--- config.mk ---
export PLATFORM = sky130hd
export DESIGN_NAME = mem_arbiter
export DESIGN_NICKNAME = d
export VERILOG_FILES = /design/src/rtl/mem_arbiter.sv
export SDC_FILE = /design/constraint.sdc
export NUM_CORES = 1
export LEC_CHECK = 0
export ABC_AREA = 1
export CORE_MARGIN = 1
export CORE_UTILIZATION = 33
export DETAILED_ROUTE_END_ITERATION = 8
export PLACE_DENSITY_LB_ADDON = 0.2
export SETUP_SLACK_MARGIN = 0.15
export SLEW_MARGIN = 20
export SYNTH_ARGS = -nofsm -noshare
export SYNTH_HDL_FRONTEND = slang
export SYNTH_SLANG_ARGS = --single-unit
--- constraint.sdc ---
create_clock -name clk -period 2.8 [get_ports clk]
set_input_delay 0.28 -clock clk [delete_from_list [all_inputs] [get_ports clk]]
set_output_delay 0.28 -clock clk [all_outputs]
set_load 0.01 [all_outputs]
--- src/rtl/mem_arbiter.sv ---
// mem_arbiter: shares the unified memory read port between the I-cache and
// D-cache fill FSMs. One requester owns the port for a whole block fill.
// Simultaneous requests from IDLE alternate round-robin through the last-served
// bit. A block that finishes while the other cache is waiting hands off directly.
module mem_arbiter #(
   parameter int WORDS_PER_BLOCK = 8   // power of two, 2..16
) (
   input  logic        clk,
   input  logic        rst_n,
   input  logic        i_req,
   input  logic [15:0] i_addr,
   input  logic        d_req,
   input  logic [15:0] d_addr,
   input  logic        mem_data_valid,
   output logic [15:0] mem_addr,
   output logic        mem_enable,
   output logic        i_grant,
   output logic        d_grant,
   output logic        i_data_valid,
   output logic        d_data_valid,
   output logic        busy
);

   localparam int CW = $clog2(WORDS_PER_BLOCK);

   typedef enum logic [1:0] {
      IDLE    = 2'd0,
      GRANT_I = 2'd1,
      GRANT_D = 2'd2
   } state_t;

   // Encoding of the last-served bit
   localparam logic LAST_I = 1'b0;
   localparam logic LAST_D = 1'b1;

   state_t        state_reg;
   logic          last_reg;
   logic [CW-1:0] cnt_reg;
   logic          final_beat;

   // A beat that arrives while the counter sits at its top value closes the block
   assign final_beat = mem_data_valid && (cnt_reg == CW'(WORDS_PER_BLOCK - 1));

   // Arbitration FSM, beat counter and last-served bookkeeping
   always_ff @(posedge clk or negedge rst_n) begin
      if (!rst_n) begin
         state_reg <= IDLE;
         last_reg  <= LAST_I;   // D wins the first tie after reset
         cnt_reg   <= '0;
      end else begin
         case (state_reg)
            IDLE: begin
               // Beats arriving in IDLE are dropped and the counter holds
               if (i_req && d_req) begin
                  state_reg <= (last_reg == LAST_I) ? GRANT_D : GRANT_I;
               end else if (d_req) begin
                  state_reg <= GRANT_D;
               end else if (i_req) begin
                  state_reg <= GRANT_I;
               end
            end
            GRANT_I: begin
               // i_req is ignored here; only the block count releases the grant
               if (mem_data_valid) begin
                  cnt_reg <= cnt_reg + CW'(1);   // wraps to 0 on the final beat
                  if (final_beat) begin
                     last_reg  <= LAST_I;
                     state_reg <= d_req ? GRANT_D : IDLE;
                  end
               end
            end
            GRANT_D: begin
               if (mem_data_valid) begin
                  cnt_reg <= cnt_reg + CW'(1);
                  if (final_beat) begin
                     last_reg  <= LAST_D;
                     state_reg <= i_req ? GRANT_I : IDLE;
                  end
               end
            end
            default: begin
               state_reg <= IDLE;
            end
         endcase
      end
   end

   // Grants decode straight from the registered state
   assign i_grant    = (state_reg == GRANT_I);
   assign d_grant    = (state_reg == GRANT_D);
   assign busy       = i_grant | d_grant;
   assign mem_enable = busy;

   // Zero-latency routing of returning beats to the current owner
   assign i_data_valid = mem_data_valid & i_grant;
   assign d_data_valid = mem_data_valid & d_grant;

   // Memory address follows the owner and is zero when nobody owns the port
   always_comb begin
      mem_addr = 16'h0000;
      if (i_grant) begin
         mem_addr = i_addr;
      end else if (d_grant) begin
         mem_addr = d_addr;
      end
   end

endmodule

# [Yosys cells after proc, flatten, opt, wreduce, memory -nomap -nowiden]
# Cells that the tools add are included.
[word_totals] in_bits=37 word_cells=41 out_inout_bits=22 register_bits=6
[op_classes] eq_ne=8 n_addsub=1 bitwise_logic=3 muxes=18 reduce_logical=8
[op_table] operator="$mux 16" n=2
[op_table] operator="$mux 2" n=9
[op_table] operator="$reduce_and 5->1" n=2
[op_table] operator="$pmux 2 s3" n=1
[op_table] operator="$mux 1" n=5
[op_table] operator="$ne 2x1->1 const B" n=2
[op_table] operator="$ne 2x2->1 const B" n=2
[op_table] operator="$ne 4x4->1 const B" n=1
[op_table] operator="$add 3x1->3 const B" n=1
[op_table] operator="$eq 3x3->1 const B" n=1
[op_table] operator="$and 1x1->1" n=2
[op_table] operator="$eq 2x1->1 const B" n=1
[op_table] operator="$eq 2x2->1 const B" n=1
[op_table] operator="$logic_and 1x1->1" n=2
[op_table] operator="$logic_not 2->1" n=1
[op_table] operator="$pmux 1 s2" n=1
[op_table] operator="$reduce_and 2->1" n=1
[op_table] operator="$reduce_bool 2->1" n=1
[op_table] operator="$reduce_or 2->1" n=1
[op_table] operator="$or 1x1->1" n=1

# [Logic depth before layout (Yosys ltp)]
[depth] word_depth=5 ltp_mapped=8 ltp_nobuf=8

# [Worst setup path before layout]
# OpenSTA, ideal clock, no wires.
[synth_timing] path_kind="flip-flop to output port" start="register state_reg[0]" end="output mem_addr[7]" n_path_buf=2 arrival_ns=1.220 stages_incl_launch_ff=7 t_required_ns=2.520 setup_slack_ns=1.300 path_cell_list="dfrtp_1 -> inv_1 -> ha_1 -> buf_4 -> buf_2 -> nand3_1 -> nand2_1"
[synth_via] elab_chain_len=3 word_cells_on_any_way=4 cone_classes="eq/ne: 2; mux: 2"
[synth_lines] item="start: declaration" line="36" rtl="state_t state_reg;"
[synth_lines] item="start signal: assignment" line="55" rtl="state_reg <= (last_reg == LAST_I) ? GRANT_D : GRANT_I;"
[synth_lines] item="start signal: assignment" line="68" rtl="state_reg <= d_req ? GRANT_D : IDLE;"
[synth_lines] item="start signal: assignment" line="77" rtl="state_reg <= i_req ? GRANT_I : IDLE;"
[synth_lines] item="$eq 2x2->1" line="90" rtl="assign d_grant = (state_reg == GRANT_D);"
[synth_lines] item="via d_grant" line="18" rtl="output logic d_grant,"
[synth_lines] item="$mux 16" line="103" rtl="end else if (d_grant) begin"
[synth_lines] item="$mux 16" line="101" rtl="if (i_grant) begin"
[synth_lines] item="end: declaration" line="15" rtl="output logic [15:0] mem_addr,"
# The timed path passes the listed nets, and every way through them passes these cells.

# [Final worst setup path]
[layout_timing] start="register state_reg[0]" end="output mem_addr[15]"
[layout_via] elab_chain_len=3 word_cells_on_any_way=4 cone_classes="eq/ne: 2; mux: 2"
[layout_lines] item="$eq 2x2->1" line="90"
[layout_lines] item="$mux 16" line="103"
[layout_lines] item="$mux 16 *" line="101"
# Every way passes the cells marked *; elsewhere a longest branch is shown, timed or not.

==> metrics.md <==
| Metric | Value |
|---|---|
| WP data arrival | `2060 ps` |
| Most common cell after layout, fill and taps aside | `clkdlybuf4s50_1` |
| CTS buffer count | `3` |
| H-tree levels | `1` |
| Critical path data required time | `2520 ps` |
| Area delta synth->final | `93.44%` |
| Max Fclk | `0.4272 GHz` |
| Hold WC Path Type | `input port to async pin` |
| Nets | `204` |
| CP cell instances | `inv_1, ha_1, buf_4, nand3_1, nand2_1, clkdlybuf4s50_1` |
| Die height | `46.32 microns` |
| I/O Buffers | `58` |
| Worst setup EP type | `output port` |
| Die area | `0.002145 sq mm` |
| Initial antenna violation count | `0` |
| Pin count of the biggest net entering global routing | `18` |
| Register bit total from synthesis | `6` |
| Met3 wire length | `270 microns` |
| Tmin final | `2341 ps` |
| Relative slew slack | `74.32%` |
| CTS max path bufs | `2` |
| Max VDD drop | `0.0004784 V` |
| RSZ-0062 raised after global routing | `no` |
| Actual slew at the worst max-slew pin | `385.1 ps` |
| Final setup TNS | `0 ps` |
| Final clock skew | `4.807 ps` |
| Lkg Pwr | `0.6043 nW` |
| Post-CTS Resized | `0` |
| DP Area | `0.001231 sq mm` |
| Die Span X | `46.32 microns` |
| Critical Path Slowest Stage Cell | `clkdlybuf4s50_1` |
| CTS Sinks | `6` |
| Final Max Tran Viols | `0` |
| Drt wl/cell | `10.79 microns` |
| DRC | `0` |
| Clock slew at reported path FFs | `50 ps` |
| DRT iter0 DRCs | `19` |
| Met2 routed WL | `886 microns` |
| CTS tree | `done` |
| Site Rows | `15` |
| Fin crit share | `83.61%` |
| Diode count | `0` |
| Top post-synthesis cells by area | `nand2_1, dfrtp_1, nand3_1, ha_1, inv_1` |
| Remaining global-route overflow | `0` |
| Final WL | `1986 microns` |
| Core Footprint | `0.001783 sq mm` |
| Routed Antenna Nets | `0` |
| Largest area contributor in the netlist | `nand2_1` |
| Pwr per Cell Area | `830.1 mW/mm^2` |
| Initial core utilization | `36.35%` |
| Post-synth cell types | `16` |
| Layout cell share with drive strength beyond 1 | `6.918%` |
| Vias per cell | `4.620` |
| Crit path launch type | `flop` |
| Worst stage delay on the critical path | `550 ps` |
| Leading cell types in the layout, fill and taps excluded | `clkdlybuf4s50_1, nand2_1, nand3_1` |
| Cell area after layout | `0.001254 sq mm` |
| Synthesized cell area | `648.1 sq um` |
| Hold Vio Cnt, Final | `0` |
| Via count | `850` |
| Cts hold-fix bufs | `0` |
| Syn Area/Cell | `6.354 sq um` |
| Register area share after synthesis | `23.17%` |
| Gr usage total | `18.89%` |
| Final HPWL DP | `1658 microns` |
| Synth Warn # | `0` |
| Final Setup Violations | `0` |
| Skew-Pair Late Insertion Delay | `240 ps` |
| Vias in the first global route | `706` |
| Largest register FFs | `3` |
| Crit Path Class | `flop to output port` |
| Top routing layer used | `met4` |
| Io pins | `59` |
| Root Buffer | `clkbuf_4` |
| First-pass DRT Iterations | `4` |
| First-pass GRT wire length | `2953 microns` |
| Status | `finished, final reports clean` |
| Top cell type's share of synthesized area | `27.80%` |
| Met1 Wirelength | `802 microns` |
| GPL Wtd Cong | `0.7467` |
| CP max FO | `11` |
| Setup bufs post-CTS | `0` |
| Syn Inst Count | `102` |
| Max cap viols | `0` |
| Synth Net Count | `145` |
## cell usage after synthesis
library cell  number
nor2_2             1
o21ai_1            2
dfrtp_1            6
buf_6              1
buf_4              3
nand2_2            1
buf_2              2
nand2_1           48
ha_1               6
inv_1              8
o21ai_0            1
nand3_1           18
o21ai_4            1
mux2_2             2
xnor2_1            1
inv_2              1
## critical path: cells and delay by family, from the launching register on
| family | cells | cell delay [ps] |
|---|---|---|
| AND/OR/NAND/NOR | 2 | 160 |
| adder cells (fa/ha/maj) | 1 | 350 |
| flip-flops | 1 | 400 |
| buffers and inverters | 3 | 900 |
## path summary, 6_finish.rpt
| kind | cells past startpoint | from | end | slack [ps] |
|---|---|---|---|---|
| min in group clk | 1 | cnt_reg[0] | cnt_reg[0] | 490 |
| max | 6 | state_reg[0] | mem_addr[15] | 460 |
| max reg2reg | 8 | state_reg[1] | state_reg[0] | 1240 |
| min reg2reg | 1 | cnt_reg[0] | cnt_reg[0] | 490 |
| min | 1 | rst_n | last_reg | 280 |
| max in group asynchronous | 1 | rst_n | cnt_reg[2] | 2310 |
## area by class of cell
class                   instances  area, sq um
well taps                      25        31.28
inverters                       9        33.78
multi-input cells              81        420.4
clock buffers                   3        22.52
fillers                       151        529.3
flip-flops and latches          6        150.1
repair buffers                 60        595.6
## through the flow
step                setup slack, ps  hold WS (ps)  power, mW  cells  utilization (%)
finish                        459.0         275.9      1.041    184            70.32
global placement              724.0         466.2     0.9517    181            69.05
CTS                           443.5         284.7      1.049    184            70.32
floorplan                      1300        -15.59     0.6229    102                -
detailed placement            715.0         479.4     0.9663    181            69.05
global route                  306.3         290.8      1.144    184            70.32
## per-layer routing
layer / global-route usage [%] / vias up
met5: 0 / -
met4: 10.00 / 0
met3: 4.314 / 4
met2: 30.00 / 45
met1: 23.35 / 364
li1: - / 437
## report_power, final
group          total (mW)  internal (mW)  switching, mW  leakage (nW)
sequential          0.155          0.128         0.0272        0.0744
clock              0.0785         0.0484         0.0301        0.0138
combinational       0.807          0.423          0.384         0.516
total                1.04          0.599          0.441         0.604
## kinds of logic after synthesis
kind of cell | count (synthesis) | synth area share [%]
buffers and inverters | 15 | 11.97
flip-flops | 6 | 23.17
adder cells (fa/ha/maj) | 6 | 11.58
XOR/XNOR | 1 | 1.352
AND/OR/NAND/NOR | 68 | 43.63
AO/OA/AOI/OAI | 4 | 4.826
multiplexers | 2 | 3.475
(Power assumes the default switching activity.)
